$ cat src/rtl/uart_alu_sequencer_if.sv
// ---------------------------------------------------------------------------
// uart_alu_sequencer_if
//   Bundles the UART receive strobe, the ALU operand/result bus, the UART
//   transmit handshake and the sequencer status pulses.
//
//   master : the sequencer side
//            in  rx_data[8], rx_valid, alu_result[8], alu_flags[4] {N,Z,C,V},
//                tx_busy
//            out alu_op[4], alu_a[8], alu_b[8], tx_data[8], tx_start,
//                busy, frame_err, overrun
//   slave  : the surrounding UART/ALU side (directions mirrored)
// ---------------------------------------------------------------------------
interface uart_alu_sequencer_if;
    logic [7:0] rx_data;
    logic       rx_valid;
    logic [7:0] alu_result;
    logic [3:0] alu_flags;
    logic       tx_busy;
    logic [3:0] alu_op;
    logic [7:0] alu_a;
    logic [7:0] alu_b;
    logic [7:0] tx_data;
    logic       tx_start;
    logic       busy;
    logic       frame_err;
    logic       overrun;

    modport master (
        input  rx_data, rx_valid, alu_result, alu_flags, tx_busy,
        output alu_op, alu_a, alu_b, tx_data, tx_start, busy, frame_err, overrun
    );

    modport slave (
        output rx_data, rx_valid, alu_result, alu_flags, tx_busy,
        input  alu_op, alu_a, alu_b, tx_data, tx_start, busy, frame_err, overrun
    );
endinterface

$ cat src/rtl/uart_alu_sequencer.sv
// ---------------------------------------------------------------------------
// uart_alu_sequencer
//   Collects a 3-byte command (opcode, A, B) from the UART receiver, drives
//   the operands to the ALU, waits ALU_LATENCY cycles, captures result and
//   flags, then sends the result byte and the flag byte through the UART
//   transmitter's start/busy handshake.
//
//   clk   : system clock
//   rst_n : asynchronous active-low reset
//   bus   : uart_alu_sequencer_if.master (rx strobe, ALU bus, tx handshake,
//           busy / frame_err / overrun status)
//
//   An opcode byte with a non-zero upper nibble, or a gap of TIMEOUT_CLKS
//   cycles between bytes of one frame, pulses frame_err. Bytes arriving
//   while a command is executing or being answered are dropped and pulse
//   overrun.
// ---------------------------------------------------------------------------
module uart_alu_sequencer #(
    parameter int ALU_LATENCY  = 2,
    parameter int TIMEOUT_CLKS = 43400
) (
    input  logic                 clk,
    input  logic                 rst_n,
    uart_alu_sequencer_if.master bus
);
    // Counters only need to reach N-1.
    localparam int TO_W  = (TIMEOUT_CLKS > 1) ? $clog2(TIMEOUT_CLKS) : 1;
    localparam int LAT_W = (ALU_LATENCY  > 1) ? $clog2(ALU_LATENCY)  : 1;

    typedef enum logic [2:0] {
        IDLE, GET_A, GET_B, EXEC, SEND_R, WAIT_R, SEND_F, WAIT_F
    } state_t;

    state_t            state_q, state_d;
    logic [TO_W-1:0]   to_cnt_q;
    logic [LAT_W-1:0]  lat_cnt_q;
    logic [3:0]        alu_op_q;
    logic [7:0]        alu_a_q, alu_b_q, result_q;
    logic [3:0]        flags_q;
    logic              frame_err_q, overrun_q, guard_q;

    logic ld_op, ld_a, ld_b, capture, bad_op, timeout, drop, tx_start;

    wire to_last  = (to_cnt_q  == TO_W'(TIMEOUT_CLKS - 1));
    wire lat_last = (lat_cnt_q == LAT_W'(ALU_LATENCY - 1));
    wire in_frame = (state_q == GET_A) || (state_q == GET_B);

    // Next-state and per-cycle strobes.
    always_comb begin
        // NOTE: every signal written here gets a default first so no latch is inferred.
        state_d  = state_q;
        ld_op    = 1'b0;
        ld_a     = 1'b0;
        ld_b     = 1'b0;
        capture  = 1'b0;
        bad_op   = 1'b0;
        timeout  = 1'b0;
        drop     = 1'b0;
        tx_start = 1'b0;
        case (state_q)
            IDLE: begin
                if (bus.rx_valid) begin
                    if (bus.rx_data[7:4] == 4'h0) begin
                        ld_op   = 1'b1;
                        state_d = GET_A;
                    end else begin
                        bad_op  = 1'b1;
                    end
                end
            end
            // A byte in the last allowed cycle still wins over the timeout.
            GET_A: begin
                if (bus.rx_valid) begin
                    ld_a    = 1'b1;
                    state_d = GET_B;
                end else if (to_last) begin
                    timeout = 1'b1;
                    state_d = IDLE;
                end
            end
            GET_B: begin
                if (bus.rx_valid) begin
                    ld_b    = 1'b1;
                    state_d = EXEC;
                end else if (to_last) begin
                    timeout = 1'b1;
                    state_d = IDLE;
                end
            end
            EXEC: begin
                drop = bus.rx_valid;
                if (lat_last) begin
                    capture = 1'b1;
                    state_d = SEND_R;
                end
            end
            SEND_R: begin
                drop = bus.rx_valid;
                if (!bus.tx_busy) begin
                    tx_start = 1'b1;
                    state_d  = WAIT_R;
                end
            end
            // guard_q covers the cycle before the transmitter raises tx_busy.
            WAIT_R: begin
                drop = bus.rx_valid;
                if (!guard_q && !bus.tx_busy) state_d = SEND_F;
            end
            SEND_F: begin
                drop = bus.rx_valid;
                if (!bus.tx_busy) begin
                    tx_start = 1'b1;
                    state_d  = WAIT_F;
                end
            end
            WAIT_F: begin
                drop = bus.rx_valid;
                if (!guard_q && !bus.tx_busy) state_d = IDLE;
            end
            default: state_d = IDLE;
        endcase
    end

    always_ff @(posedge clk or negedge rst_n) begin
        // NOTE: sequential state is updated with non-blocking assignments only.
        if (!rst_n) state_q <= IDLE;
        else        state_q <= state_d;
    end

    always_ff @(posedge clk or negedge rst_n) begin
        if (!rst_n) begin
            to_cnt_q    <= '0;
            lat_cnt_q   <= '0;
            alu_op_q    <= '0;
            alu_a_q     <= '0;
            alu_b_q     <= '0;
            result_q    <= '0;
            flags_q     <= '0;
            frame_err_q <= 1'b0;
            overrun_q   <= 1'b0;
            guard_q     <= 1'b0;
        end else begin
            // Cleared outside the frame states, so entry always starts at 0.
            if (bus.rx_valid || !in_frame) to_cnt_q <= '0;
            else                           to_cnt_q <= to_cnt_q + TO_W'(1);

            if (state_q == EXEC) lat_cnt_q <= lat_cnt_q + LAT_W'(1);
            else                 lat_cnt_q <= '0;

            if (ld_op) alu_op_q <= bus.rx_data[3:0];
            if (ld_a)  alu_a_q  <= bus.rx_data;
            if (ld_b)  alu_b_q  <= bus.rx_data;
            if (capture) begin
                result_q <= bus.alu_result;
                flags_q  <= bus.alu_flags;
            end

            frame_err_q <= bad_op || timeout;
            overrun_q   <= drop;
            guard_q     <= tx_start;
        end
    end

    assign bus.alu_op    = alu_op_q;
    assign bus.alu_a     = alu_a_q;
    assign bus.alu_b     = alu_b_q;
    assign bus.tx_data   = ((state_q == SEND_F) || (state_q == WAIT_F))
                           ? {4'h0, flags_q} : result_q;
    assign bus.tx_start  = tx_start;
    assign bus.busy      = (state_q != IDLE);
    assign bus.frame_err = frame_err_q;
    assign bus.overrun   = overrun_q;
endmodule

$ cat src/flat_wrapper.sv
// flat-port wrapper written by rule: the top's interface ports become plain ports
module uart_alu_sequencer_flat 
#(
    parameter int ALU_LATENCY  = 2,
    parameter int TIMEOUT_CLKS = 43400
)
  (clk, rst_n, bus_rx_data, bus_rx_valid, bus_alu_result, bus_alu_flags, bus_tx_busy, bus_alu_op, bus_alu_a, bus_alu_b, bus_tx_data, bus_tx_start, bus_busy, bus_frame_err, bus_overrun);
  uart_alu_sequencer_if bus_i ();
  input  logic clk;
  input  logic rst_n;
  input wire logic [$bits(bus_i.rx_data)-1:0] bus_rx_data;
  input wire logic [$bits(bus_i.rx_valid)-1:0] bus_rx_valid;
  input wire logic [$bits(bus_i.alu_result)-1:0] bus_alu_result;
  input wire logic [$bits(bus_i.alu_flags)-1:0] bus_alu_flags;
  input wire logic [$bits(bus_i.tx_busy)-1:0] bus_tx_busy;
  output wire logic [$bits(bus_i.alu_op)-1:0] bus_alu_op;
  output wire logic [$bits(bus_i.alu_a)-1:0] bus_alu_a;
  output wire logic [$bits(bus_i.alu_b)-1:0] bus_alu_b;
  output wire logic [$bits(bus_i.tx_data)-1:0] bus_tx_data;
  output wire logic [$bits(bus_i.tx_start)-1:0] bus_tx_start;
  output wire logic [$bits(bus_i.busy)-1:0] bus_busy;
  output wire logic [$bits(bus_i.frame_err)-1:0] bus_frame_err;
  output wire logic [$bits(bus_i.overrun)-1:0] bus_overrun;
  assign bus_i.rx_data = bus_rx_data;
  assign bus_i.rx_valid = bus_rx_valid;
  assign bus_i.alu_result = bus_alu_result;
  assign bus_i.alu_flags = bus_alu_flags;
  assign bus_i.tx_busy = bus_tx_busy;
  assign bus_alu_op = bus_i.alu_op;
  assign bus_alu_a = bus_i.alu_a;
  assign bus_alu_b = bus_i.alu_b;
  assign bus_tx_data = bus_i.tx_data;
  assign bus_tx_start = bus_i.tx_start;
  assign bus_busy = bus_i.busy;
  assign bus_frame_err = bus_i.frame_err;
  assign bus_overrun = bus_i.overrun;
  uart_alu_sequencer #(.ALU_LATENCY(ALU_LATENCY), .TIMEOUT_CLKS(TIMEOUT_CLKS)) u_core (.clk(clk), .rst_n(rst_n), .bus(bus_i));
endmodule
$ cat config.mk
export PLATFORM = sky130hd
export DESIGN_NAME = uart_alu_sequencer_flat
export DESIGN_NICKNAME = d
export VERILOG_FILES = /design/src/rtl/uart_alu_sequencer_if.sv /design/src/rtl/uart_alu_sequencer.sv /design/src/flat_wrapper.sv
export SDC_FILE = /design/constraint.sdc
export NUM_CORES = 1
export LEC_CHECK = 0
export CAP_MARGIN = 25
export CORE_MARGIN = 1.5
export CORE_UTILIZATION = 53
export DETAILED_ROUTE_END_ITERATION = 16
export PLACE_DENSITY_LB_ADDON = 0.08
export SYNTH_ARGS = -nofsm -noshare
export SYNTH_HDL_FRONTEND = slang
export SYNTH_SLANG_ARGS = --single-unit
$ cat constraint.sdc
create_clock -name clk -period 2.4 [get_ports clk]
set_input_delay 0.24 -clock clk [delete_from_list [all_inputs] [get_ports clk]]
set_output_delay 0.24 -clock clk [all_outputs]
set_load 0.01 [all_outputs]
# Word level (Yosys, flattened, before mapping)
# Cells that the tools add are included.
# word_totals
register_bits	55
out_inout_bits	32
elab_cells	74
# classes
add_sub_neg	2
n_eq_ne	15
mux	31
n_reduce_logical	15
# ops
operator	n
$mux 3	10
$pmux 3 s8	1
$mux 1	18
$add 16x1->16 const B	1
$eq 16x16->1 const B	1
$mux 16	1
$eq 3x3->1 const B	4
$mux 8	1
$ne 2x1->1 const B	4
$reduce_and 7->1	1
$eq 3x2->1 const B	2
$ne 2x2->1 const B	3
$reduce_or 5->1	1
$logic_not 4->1	1
$logic_or 1x1->1	4
$reduce_or 2->1	2
$eq 3x1->1 const B	1
$logic_not 1->1	3
$logic_not 3->1	1
$reduce_bool 3->1	1
$add 1x1->1 const B	1
$logic_and 1x1->1	1

# Depth between registers and ports, before layout
# Gate-level depths: netlist (run 1).
# logic_depth
depth_word	5
depth_mapped	6

# Worst setup path after synthesis (run 1)
# No wires, ideal clock.
# synth_path
kind	register -> register
startpoint	reg u_core.state_q[0]
endpoint	reg u_core.flags_q[0]
t_arrival_ns	1.444
required_time_ns	2.275
slack_ns	0.831
stages_incl_launch_ff	6
n_path_buf	2
cell_sequence	dfrtp_1 -> and4bb_4 -> or3_1 -> buf_2 -> buf_6 -> mux2_4
# synth_between
elab_chain_len	2
# synth_rtl
element	line	rtl
start, declared	uart_alu_sequencer.sv:34	state_t state_q, state_d;
start signal, assigned	uart_alu_sequencer.sv:127	else state_q <= state_d;
$eq 3x2->1	uart_alu_sequencer.sv:60	case (state_q)
$mux 1	uart_alu_sequencer.sv:60	
end signal, assigned	uart_alu_sequencer.sv:155	flags_q <= bus.alu_flags;
end, declared	uart_alu_sequencer.sv:39	logic [3:0] flags_q;
# Every way passes these cells.
# A chain may end at the register's enable or synchronous reset.

# Worst setup path in the final report (run 1)
# layout_path
startpoint	reg u_core.state_q[2]
endpoint	out bus_tx_data[1]
# layout_between
elab_chain_len	3
# layout_rtl
element	line	rtl
$eq 3x3->1	uart_alu_sequencer.sv:167	assign bus.tx_data = ((state_q == SEND_F) || (state_q == WAIT_F))
$logic_or 1x1->1 *	uart_alu_sequencer.sv:167	
$mux 8 *	uart_alu_sequencer.sv:168	? {4'h0, flags_q} : result_q;
end, declared	flat_wrapper.sv:19	output wire logic [$bits(bus_i.tx_data)-1:0] bus_tx_data;
# Every way passes the cells marked *; elsewhere a longest branch is shown, timed or not.

==> results.md, run 1 <==
* Ports at 56
* Wire per inst at 16.54 um
* Largest net degree at the start of global routing at 35
* Syn. warnings at 0
* Endpoints failing hold at 0
* Overall Global Routing Usage at 21.17%
* Routed wl met3 at 247 um
* Worst-margin pin slew at 0.7013 ns
* NetSw at 1.068 mW
* First-pass GRT wire length at 8.431 mm
* Fmax at 443.8 MHz
* Initial antenna violation count at 0
* Final Cell Area at 0.003139 mm2
* CP max stage cell: dfrtp_1
* Dominant cell by count in the synthesized netlist: dfrtp_1
* Post-CTS Hold Fix Bufs at 1
* Synth-to-Final Area Change at 27.88%
* Die width at 71.06 um
* Crit-path leading delay family: flip-flops
* Pwr/cell area at 1135 mW/mm2
* Site Rows at 24
* Final clock period utilization by the worst path at 93.89%
* Synth top area cells: dfrtp_1 56%, mux2_2 12%, mux2_4 5.5%
* Rel. slew slack at 53.25%
* CTS Buf Count at 5
* Pins Over Slew Limit at 0
* VDD IR max at 0.0007218 V
* # nets final at 275
* Crit path launch type: register
* Post-CTS Setup Bufs at 0
* Total iterations of the first detailed-routing run at 4
* Cell Count, Final, Fillers Out at 302
* CP Data Arrival Time at 2.01 ns
* Fin Setup TNS at 0 ns
* Worst Path Required at 2.16 ns
* Syn Nets at 220
* Vias at 1700
* Layout cells sized above 1 at 18.40%
* HPWL after detailed placement at 3.680 mm
* Clock transition at path regs at 0.09 ns
* Mapped Area at 0.002455 mm2
* H-tree Lvls at 2
* Internal Power at 2.495 mW
* CP max FO at 14
* Final ANT Viol Nets at 0
* Max Cap Viol at 0
* Top layer in use: met4
* Sequential share of the synthesized area at 56.07%
* Critical-path cell list: nand2_1, mux2_2, clkdlybuf4s50_1
* Clock Power Share at 16.1%
* Main flop type after synthesis: dfrtp_1
* Distinct cells, synth at 39
* CTS tree: yes
* Vias per inst at 5.629
* HP Class: input pin to async pin
* Total wire length at 4.994 mm
* Max incr delay on CP at 0.60 ns
* FFs w/ async S/R, synth at 100.0%
* RSZ-0062 raised after global routing: false
* Worst setup EP type: output pin
* Status: completed
* Post-layout util at 71.12%
* Area leader, netlist: dfrtp_1
* IO Port Bufs at 55
* Synth top cells by count: 55 x dfrtp_1, 26 x mux2_2, 16 x nor2_1, 9 x mux2_4, 9 x xor2_1
* Flop pwr share at 41.3%
* Mean Syn Cell Area at 12.59 um2
* Clock latency on the worst-skew pair at 0.30 ns
* Number of synthesized flops with an enable pin at 0
* Cells after synthesis at 195
* Total power at 3.563 mW
* Final setup violating endpoints at 0
* Final Skew at 0.009281 ns
* Grt total ovfl at 0
* Switch share at 29.97%
* CP Class: register to output pin
* Combinational share of power at 42.7%
* Post-DP Area at 0.003027 mm2
* Drt first-iter violations at 124
* Placed Cells at 294
* Die ar. at 0.005049 mm2
* Clock tree sinks at 55
* Number of global-route vias before repair at 1742
* # diodes at 0
* DIE HEIGHT at 71.06 um
* Final Wtd Congestion at 0.8002
* Clk buf depth at 2
* Leakage at 1.336 nW
* Yosys reg bits at 55
* DRC at 0
* Root buffer cell: clkbuf_8
* Effective utilization at floorplan at 55.61%
* Min Tclk post-route at 2.253 ns
* Routed metal-1 wirelength at 2.140 mm
* Post-synth top area share at 56.07%
* Core area at 0.004414 mm2
* WL met2 at 2.527 mm
* Worst path bufs/invs at 1
* Post_cts resized at 0
## registers in the layout, summed over array words and instances, names as in the netlist
signal / count
u_core.bus.alu_a: 8
u_core.bus.alu_b: 8
u_core.bus.alu_op: 4
u_core.bus.frame_err: 1
u_core.bus.overrun: 1
u_core.flags_q: 4
u_core.guard_q: 1
u_core.lat_cnt_q: 1
u_core.result_q: 8
u_core.state_q: 3
u_core.to_cnt_q: 16
## cells in the final DEF (no fill, tap or decap), types with 3 or more instances in the layout
master and count:
and4_1 3, nand2b_1 3, a21oi_1 5, mux2_2 26, nand3_1 5, dfrtp_1 55
clkdlybuf4s50_1 54, nor2_1 16, and2_1 5, nand4_1 5, clkbuf_8 5, nand2_1 7
or3_1 4, mux2_4 9, o21ai_0 4, xor2_1 9
## worst register-to-register path, cell delays in order, from the launching register on
cell and delay [ns]:
dfrtp_1 0.53, and4bb_4 0.39, or3_1 0.57, mux2_2 0.42
## logic make-up (layout without fill, tap and decap cells)
group	Yosys count	count (layout)	synth area share (%)
multiplexers	37	37	18.30
adder cells (fa/ha/maj)	1	1	0.5096
XOR/XNOR	11	11	3.925
flip-flops	55	55	56.07
buffers and inverters	11	66	2.192
AND/OR/NAND/NOR	63	63	14.48
AO/OA/AOI/OAI	17	17	4.536
## through the flow
step                      hold WS [ns]  setup slack (ns)
after floorplan               -0.05559            0.8306
after global placement          0.2041            0.4845
after detailed placement        0.2270            0.3995
after CTS                       0.4224            0.1331
after global routing            0.4482          0.004493
final                           0.4130            0.1465
## worst paths after layout
check                                    from                  to  slack (ns)  cells after the start
min reg2reg                u_core.to_cnt_q[0]  u_core.to_cnt_q[0]        0.47                      1
min                                     rst_n  u_core.result_q[5]        0.41                      2
max in group asynchronous               rst_n   u_core.flags_q[0]        1.18                      3
min in group clk           u_core.to_cnt_q[0]  u_core.to_cnt_q[0]        0.47                      1
max reg2reg                 u_core.state_q[2]   u_core.flags_q[3]        0.38                      3
max                         u_core.state_q[2]      bus_tx_data[1]        0.15                      3
## cell type report
class	instances	area [um2]
Multi-Input combinational cell	129	1025
Clock inverter	1	30.03
Clock buffer	6	72.57
Tap cell	52	65.06
Inverter	2	7.507
Timing Repair Buffer	57	563.0
Sequential cell	55	1376
Fill cell	314	1275
## per-layer routing
layer,vias to the layer above,global-route usage (%)
met1,850,26.99
met5,-,0
li1,794,-
met4,0,6.080
met3,9,5.698
met2,47,35.72
## power by group through the flow
| stage | Sequential, mW | Clock [mW] | Combinational (mW) |
|---|---|---|---|
| after floorplan | 1.47 | 0 | 0.812 |
| after global placement | 1.45 | 0 | 1.48 |
| after detailed placement | 1.49 | 0 | 1.53 |
| after CTS | 1.47 | 0.594 | 1.54 |
| after global routing | 1.52 | 0.638 | 1.62 |
| final | 1.47 | 0.573 | 1.52 |
Power figures use the tool's default switching activity.
==> run 2: changes to the inputs <==
--- a/config.mk
+++ b/config.mk
@@ -6,7 +6,7 @@
 export NUM_CORES = 1
 export LEC_CHECK = 0
 export CAP_MARGIN = 25
-export CORE_MARGIN = 1.5
+export CORE_MARGIN = 2
 export CORE_UTILIZATION = 53
 export DETAILED_ROUTE_END_ITERATION = 16
 export PLACE_DENSITY_LB_ADDON = 0.08
==> run 2 against run 1 <==
  * Register-to-register slack better by 0.05 ns
  * Worst hold slack worse by 0.37 ns
  * Setup slack improved by 0.027 ns
  * Utilization is 0.57 points lower
  * Cell area decreased by 0.80%
  * Clock skew grew 0.0039 ns
  * Non-clock buffer count down 1
  * Count of clock-buffer cells in the layout fell by 1
  * Clock power decreased by 12%
  * Wire length is 5.8% lower
  * Largest cell class unchanged
  * Critical endpoint unchanged
  * Global-route usage down 0.86 points
  * First-iteration DRC count increased by 6.5%
==> results.md, run 2 (synthesis results as in run 1) <==
* Total iterations of the first detailed-routing run at 4
* Worst path bufs/invs at 1
* HPWL after detailed placement at 3.378 mm
* Most common cell after layout, fill and taps aside: dfrtp_1
* Overall Global Routing Usage at 20.31%
* Clk buf depth at 2
* Largest net degree at the start of global routing at 56
* Post-CTS Setup Bufs at 0
* Total wire length at 4.702 mm
* Die width at 72.06 um
* Switch share at 31.16%
* Synth-to-Final Area Change at 26.86%
* CP max stage cell: dfrtp_1
* Die ar. at 0.005192 mm2
* CP max FO at 14
* Worst-case hold slack at 0.04062 ns
* Crit-path leading delay family: flip-flops
* Clock Power Share at 14.5%
* H-tree Lvls at 2
* CP Class: register to output pin
* Vias per inst at 5.533
* Largest Register: u_core.to_cnt_q
* Min Tclk post-route at 2.226 ns
* DP Worst Slack at 0.4248 ns
* DIE HEIGHT at 72.06 um
* Fin Setup TNS at 0 ns
* Worst-margin pin slew at 0.6814 ns
* HP Class: input pin to async pin
* Clock transition at path regs at 0.10 ns
* Clock tree sinks at 55
* Final ANT Viol Nets at 0
* VDD IR max at 0.0006001 V
* Wire per inst at 15.57 um
* Internal Power at 2.393 mW
* Max incr delay on CP at 0.58 ns
* Number of global-route vias before repair at 1712
* Initial antenna violation count at 0
* # diodes at 0
* Root buffer cell: clkbuf_8
* Critical-path cell list: nand2_1, mux2_2, clkdlybuf4s50_1
* Final clock period utilization by the worst path at 92.77%
* RSZ-0062 raised after global routing: false
* First-pass GRT wire length at 8.224 mm
* IO Port Bufs at 55
* Final Wtd Congestion at 0.7981
* Flop pwr share at 42.3%
* Vias at 1671
* Final setup violating endpoints at 0
* Worst Path Required at 2.16 ns
* Layout cells sized above 1 at 19.20%
* Drt first-iter violations at 132
* Leakage at 1.329 nW
* Clock latency on the worst-skew pair at 0.31 ns
* Worst setup EP type: output pin
* Pwr/cell area at 1116 mW/mm2
* Commonest non-fill, non-tap cells in the layout: 55 x dfrtp_1, 54 x clkdlybuf4s50_1, 26 x mux2_2, 16 x nor2_1
* Pins Over Slew Limit at 0
* Max reg flops at 16
* Post-CTS Hold Fix Bufs at 0
* Post_cts resized at 0
* # nets final at 274
* Fmax at 449.1 MHz
* Status: completed
* Effective utilization at floorplan at 55.61%
* NetSw at 1.083 mW
* Endpoints failing hold at 0
* Rel. slew slack at 54.57%
* CTS tree: yes
* DRC at 0
* Site Rows at 24
* Final Skew at 0.01318 ns
* Final worst slack at 0.1735 ns
* Crit path launch type: register
* CTS Buf Count at 5
* Max Cap Viol at 0
* Core area at 0.004414 mm2
* Grt total ovfl at 0
* CP Data Arrival Time at 1.99 ns
* Combinational share of power at 43.2%
* Ports at 56
==> run 2: layer usage <==
| layer | global-route usage, % | wire length, um | up-vias |
|---|---|---|---|
| met1 | 27.39 | 2146 | 820 |
| met5 | 0 | 0 | - |
| li1 | - | - | 797 |
| met2 | 32.51 | 2262 | 45 |
| met4 | 7.128 | 82 | 0 |
| met3 | 4.861 | 211 | 9 |
==> run 2: final cells by class <==
cell class                      count  area, um2
Clock buffer                        5      68.82
Clock inverter                      3      18.77
Fill cell                         303       1300
Inverter                            2      7.507
Multi-Input combinational cell    129       1025
Sequential cell                    55       1376
Tap cell                           52      65.06
Timing Repair Buffer               56      553.0
==> run 2: power by group through the flow <==
| stage | registers (mW) | logic [mW] | clock network [mW] |
|---|---|---|---|
| finish | 1.47 | 1.50 | 0.505 |
| global placement | 1.45 | 1.48 | 0 |
| detailed placement | 1.48 | 1.52 | 0 |
| global route | 1.52 | 1.62 | 0.567 |
| CTS | 1.47 | 1.52 | 0.520 |
| floorplan | 1.47 | 0.812 | 0 |
==> run 2: metrics by stage <==
step	instance area (um2)	utilization, %	std cells	power, mW
after floorplan	2455	-	195	2.282
after global placement	3027	68.57	294	2.930
after detailed placement	3027	68.57	294	3.002
after CTS	3114	70.55	302	3.511
after global routing	3114	70.55	302	3.701
final	3114	70.55	302	3.477
==> run 2: worst paths after layout <==
| check | endpoint | slack [ns] | cells past startpoint | startpoint |
|---|---|---|---|---|
| setup reg to reg | u_core.result_q[0] | 0.43 | 3 | u_core.state_q[2] |
| hold reg to reg | u_core.to_cnt_q[0] | 0.46 | 1 | u_core.to_cnt_q[0] |
| setup / recovery | bus_tx_data[1] | 0.17 | 3 | u_core.state_q[2] |
| min in group clk | u_core.to_cnt_q[0] | 0.46 | 1 | u_core.to_cnt_q[0] |
| hold / removal | u_core.result_q[5] | 0.04 | 2 | rst_n |
| max in group asynchronous | u_core.to_cnt_q[13] | 1.92 | 2 | rst_n |
